`src/rtl/mul_pkg.sv`:
```
// mul_pkg: shared types and sizing for the shared-multiplier arbiter.
package mul_pkg;
    typedef enum logic {IDLE, BUSY} state_t;
    localparam int DEF_WIDTH   = 32;
    localparam int DEF_LATENCY = 6;
    function automatic int prod_width(input int w);
        return 2 * w;
    endfunction
endpackage

```
`src/rtl/mul_share_arbiter_rr_pick.sv`:
```
// rr_pick: round-robin first-set pick starting at ptr_i, via a double-width mask.
module rr_pick #(
    parameter int NUM_REQ = 4,
    parameter int PW = $clog2(NUM_REQ)
) (
    input  logic [NUM_REQ-1:0] req_i,
    input  logic [PW-1:0]      ptr_i,
    output logic [NUM_REQ-1:0] grant_o,
    output logic [PW-1:0]      idx_o,
    output logic               any_o
);
    logic [NUM_REQ-1:0]   mask;
    logic [2*NUM_REQ-1:0] dbl, iso;
    always_comb begin
        mask = ~((NUM_REQ'(1) << ptr_i) - NUM_REQ'(1));
        // lower half holds requesters at or above ptr, upper half covers the wrap
        dbl = {req_i, req_i & mask};
        iso = dbl & (~dbl + (2*NUM_REQ)'(1));
        grant_o = iso[NUM_REQ-1:0] | iso[2*NUM_REQ-1:NUM_REQ];
        any_o = |req_i;
        idx_o = '0;
        for (int i = 0; i < NUM_REQ; i++)
            if (grant_o[i]) idx_o = PW'(i);
    end
endmodule

```
`src/rtl/mul_share_arbiter.sv`:
```
// mul_share_arbiter: round-robin sharing of one signed multiplier held stable for LATENCY cycles.
module mul_share_arbiter
    import mul_pkg::*;
#(
    parameter int NUM_REQ = 4,
    parameter int WIDTH   = DEF_WIDTH,
    parameter int LATENCY = DEF_LATENCY
) (
    input  logic                          clk,
    input  logic                          rst,
    input  logic [NUM_REQ-1:0]            req_valid,
    output logic [NUM_REQ-1:0]            req_ready,
    input  logic [NUM_REQ*WIDTH-1:0]      req_a,
    input  logic [NUM_REQ*WIDTH-1:0]      req_b,
    output logic [NUM_REQ-1:0]            resp_valid,
    output logic [prod_width(WIDTH)-1:0]  resp_c,
    output logic                          busy
);
    localparam int PW  = $clog2(NUM_REQ);
    localparam int CW  = (LATENCY > 1) ? $clog2(LATENCY) : 1;
    localparam int PRW = prod_width(WIDTH);

    state_t                  state_q, state_d;
    logic [PW-1:0]           ptr_q, owner_q, g_idx;
    logic [CW-1:0]           cnt_q;
    logic signed [WIDTH-1:0] op_a_q, op_b_q;
    logic signed [PRW-1:0]   prod, resp_c_q;
    logic [NUM_REQ-1:0]      grant, resp_valid_q, owner_oh;
    logic                    any, hs, done;

    rr_pick #(.NUM_REQ(NUM_REQ)) u_pick (
        .req_i   (req_valid),
        .ptr_i   (ptr_q),
        .grant_o (grant),
        .idx_o   (g_idx),
        .any_o   (any)
    );

    // multicycle path: operands stay frozen for the whole BUSY phase
    assign prod     = op_a_q * op_b_q;
    assign hs       = |(req_valid & req_ready);
    assign done     = (state_q == BUSY) && (cnt_q == '0);
    assign owner_oh = NUM_REQ'(1) << owner_q;

    always_ff @(posedge clk or posedge rst)
        if (rst) state_q <= IDLE;
        else     state_q <= state_d;

    always_comb
        state_d = (state_q == IDLE) ? (hs ? BUSY : IDLE) : (done ? IDLE : BUSY);

    always_comb begin
        req_ready = (state_q == IDLE && any) ? grant : '0;
        busy      = (state_q == BUSY);
    end

    always_ff @(posedge clk or posedge rst) begin
        if (rst) begin
            ptr_q        <= '0;
            owner_q      <= '0;
            cnt_q        <= '0;
            op_a_q       <= '0;
            op_b_q       <= '0;
            resp_c_q     <= '0;
            resp_valid_q <= '0;
        end else begin
            resp_valid_q <= done ? owner_oh : '0;
            if (hs) begin
                op_a_q  <= req_a[g_idx*WIDTH +: WIDTH];
                op_b_q  <= req_b[g_idx*WIDTH +: WIDTH];
                owner_q <= g_idx;
                cnt_q   <= CW'(LATENCY - 1);
                ptr_q   <= (g_idx == PW'(NUM_REQ - 1)) ? '0 : g_idx + 1'b1;
            end else if (state_q == BUSY && !done) begin
                cnt_q <= cnt_q - 1'b1;
            end
            if (done) resp_c_q <= prod;
        end
    end

    assign resp_valid = resp_valid_q;
    assign resp_c     = resp_c_q;
endmodule

```
`config.mk`:
```
export PLATFORM = sky130hd
export DESIGN_NAME = mul_share_arbiter
export DESIGN_NICKNAME = d
export VERILOG_FILES = /design/src/rtl/mul_pkg.sv /design/src/rtl/mul_share_arbiter_rr_pick.sv /design/src/rtl/mul_share_arbiter.sv
export SDC_FILE = /design/constraint.sdc
export NUM_CORES = 2
export LEC_CHECK = 0
export BUFFER_PORTS_ARGS = -buffer_cell sky130_fd_sc_hd__buf_2
export CORE_UTILIZATION = 35
export CTS_CLUSTER_SIZE = 40
export DETAILED_ROUTE_END_ITERATION = 8
export SYNTH_ARGS = -nofsm -noshare
export SYNTH_HDL_FRONTEND = slang
export SYNTH_SLANG_ARGS = --single-unit
```
`constraint.sdc`:
```
create_clock -name clk -period 10.2 [get_ports clk]
set_input_delay 1.02 -clock clk [delete_from_list [all_inputs] [get_ports clk]]
set_output_delay 1.02 -clock clk [all_outputs]
set_load 0.005 [all_outputs]
```
==> summary by stage <==
Status
The run finished with clean final reports.

Timing
The final sum of negative setup slack is 0 ns. Setup repair after global routing left no endpoint under its margin. The share of the cycle needed by the critical path after routing is 87.5%.

Based on the critical path, the design can be clocked at up to 112 MHz. At the pin with the least slew margin, the transition time is 1.20 ns. Setup violations remaining at the end of the flow were counted as 0. The tightest slew margin relative to the limit is 20.0%. Clock skew on the completed layout was measured at 0.0276 ns.

The final count of pins violating max slew is 0. After layout, the minimum clock period comes to 8.93 ns. The final number of hold-violating endpoints is 0.

Setup path
STA classifies the critical path startpoint as a register. The sort of element at the end of the critical path is a register. The critical path is of the register to register type. For the worst flop-to-flop path, the logic depth is 22.

The maximum fanout encountered on the critical timing path is 25. For the worst setup path, the data required time is 10.63 ns. The signal arrival time at the worst endpoint is 9.35 ns.

Synth
Counting flops with a built-in enable in the synthesized netlist gives 0. The share of synthesized area in the top cell type comes to 50.3%. Yosys printed 0 warnings. The post-synthesis cell type with the largest combined area is fa_1. The netlist uses 66 different library cells. Summing the sequential cell areas from Yosys gives 8.13% of the chip area. The mean area per synthesized cell is 9.26 sq um. The flip-flop cell with the highest count after synthesis is dfrtp_1.

Synthesis produced 4652 cells. The mapped netlist covers 43100 sq um. The number of nets in the synthesized netlist is 6182. In the synthesized netlist the async set-or-reset flop fraction comes to 100%. By area the synthesized netlist is led by fa_1 50%, inv_1 8.4%, dfrtp_1 8.1%. The synthesized flop and latch total is 140.

Floorplan
The y dimension of the die is 353 um. In this run the core area contains 128 standard-cell rows. 335 I/O pins were placed. The floorplan die area is 124000 sq um. The horizontal die dimension is 353 um. The effective utilization at floorplan is 35.3%. The area of the core region is 122000 sq um.

Routing
The DRC violations left is 0. The initial detailed-routing violation count is 2217. For this run, the detailed router's first-pass iteration total came to 6. For this block, the routed nets add up to 130000 um of wire. The number of antenna-violating nets in the routed design is 0. The average routed wire per standard cell is 20.2 um.

Detailed routing inserted a total of 32089 vias. The number of vias per cell after detailed routing is 4.98.

Global route
Global routing used 21.5% of the available tracks. Global routing finished with a remaining overflow of 0. In the global route stage, met3 resource usage came out at 3.99%. The number of global-route vias before repair was 34660.

Entering global routing, the biggest net connects 96 pins. Global routing consumed, on the met2 layer, 35.6% of the routing resources. met2 is the most crowded layer. The number of antenna violations at the first check in global routing came to 8. The global routing usage on met1 is 29.1%. The wire length of the first global-routing pass is 205000 um.

Clock tree
The clock tree from TritonCTS is yes. Clock latency on the worst-skew pair, taken at its later pin, is 0.50 ns. The clock-pin slew on the worst setup and hold paths is 0.08 ns. After clock tree synthesis, the flow added hold-fix buffers numbering 0. The total of cells resized after clock tree synthesis is 0. In this run the post-CTS setup repair buffer count came out at 0. The clock passes through at most 2 buffers.

The total clock sinks is 140. Counting the buffers created by CTS gives 17. The H-tree was split into 4 levels. The tree is rooted in a clkbuf_16.

Placed design
The post-detailed-placement half-perimeter wirelength is 105000 um. The global placement routability congestion is 0.939. The number of port buffers is 334.

Min path
The kind of path behind the tightest hold check is register to register. Along the worst hold path, the cell count comes to 2.

Job
The number of violations of the max-capacitance limit is 0.

Cells and area
At the end of the flow, the number of nets in the layout was 6333. The layout filler cell count is 12264. In the final layout, the multi-input gates occupy 35000 sq um. The signed area change from the synthesized netlist to the final layout is 9.05%. Summing all flip-flop and latch instances after layout gives 3530 sq um. Of the cells placed in the final design, the portion with a size suffix greater than 1 is 9.86%.
-- layer usage --
metal,share of wire (%),vias to the layer above
li1,-,14071
met1,42,16829
met2,48,1024
met3,7.0,161
met4,2.3,4
met5,0.021,-
-- cells by family after synthesis --
logic type / share of synthesized area, %
simple gates: 15.9
fa+ha+maj: 55.7
flops: 8.13
mux: 1.56
buf+inv: 10.8
xor+xnor: 1.28
compound gates: 6.66
-- through the flow --
stage	area (sq um)	hold slack [ns]	instances	worst slack, ns	util [%]
after floorplan	43100	0.449	4652	2.31	-
after global placement	46300	0.449	6409	1.50	38.0
after detailed placement	46300	0.461	6409	1.43	38.0
after CTS	47000	0.478	6441	1.42	38.5
after global routing	47000	0.501	6441	0.854	38.5
final	47000	0.477	6446	1.27	38.5
-- Yosys cell counts (all sizes together), types with 4 or more instances --
| cell | number |
|---|---|
| dfrtp | 140 |
| and2 | 518 |
| a21oi | 139 |
| nor3 | 10 |
| buf | 21 |
| a211o | 4 |
| o211ai | 9 |
| ha | 186 |
| o21ai | 150 |
| inv | 962 |
| mux2i | 65 |
| nand2b | 8 |
| and3 | 7 |
| o21bai | 10 |
| a211oi | 71 |
| a31oi | 8 |
| o31ai | 9 |
| fa | 1082 |
| nor2 | 114 |
| nor2b | 26 |
| nor3b | 6 |
| a21o | 28 |
| xnor2 | 39 |
| clkbuf | 253 |
| nand4 | 14 |
| o21a | 9 |
| nand3 | 13 |
| xor2 | 24 |
| nand2 | 677 |
-- layout by cell type, fill, tap and decap left out, types with 4 or more instances in the layout --
cell       instances
o21ai_0          149
nor3b_1            5
ha_1             186
inv_6              4
nand4_1           13
buf_2            334
o21bai_1          10
and3_1             7
nor2_1           114
mux2i_1           65
nand2b_1           8
fa_1            1082
buf_4             72
xor2_1            24
clkbuf_16         17
diode_2            5
o21a_1             9
nand2_1          676
a211oi_1          71
dfrtp_2           19
a21o_1            27
xnor2_1           39
dfrtp_1          121
nor3_1            10
and2_1           515
a21oi_1          139
nand3_1           12
inv_1            961
o211ai_1           9
inv_8              6
o31ai_1            9
a31oi_1            8
nor2b_1           26
-- cell type report --
cell class              count  share of cell area [%]
clock buffers              18                   0.935
diodes                      5                  0.0266
clock inverters            14                   0.354
multi-input cells        3276                    74.4
well taps                1625                    4.33
inverters                 962                    7.70
repair buffers            406                    4.71
flip-flops and latches    140                    7.51
-- sequential cells by signal (all words and copies together), names as in the netlist --
signal      cells
resp_c         64
op_a_q         32
owner_q         2
op_b_q         32
resp_valid      4
ptr_q           2
busy            1
cnt_q           3
-- critical path: stages (launching register included) --
cell and delay, ns:
dfrtp_1 1.12, buf_4 0.34, nand2_1 0.15, fa_1 0.55, inv_1 0.07, fa_1 0.53, inv_1 0.05, fa_1 0.49
fa_1 0.51, inv_1 0.05, fa_1 0.56, fa_1 0.43, fa_1 0.52, fa_1 0.42, ha_1 0.44, nand2_1 0.41
nor3_1 0.35, a22o_1 0.16, a41o_1 0.55, a311oi_2 0.31, o221a_2 0.34, or4_1 0.40, nand3_1 0.08
-- final timing paths --
kind,startpoint,endpoint,slack (ns)
setup / recovery,op_b_q[9],resp_c[61],1.27
hold / removal,resp_c[32],resp_c[32],0.48
setup reg to reg,op_b_q[9],resp_c[61],1.27
hold reg to reg,resp_c[32],resp_c[32],0.48
max in group asynchronous,rst,op_a_q[13],8.10
min in group asynchronous,rst,cnt_q[1],0.70
Power is not shown: default switching activity piles up to over one toggle a cycle in this logic, so the estimate is an artifact.
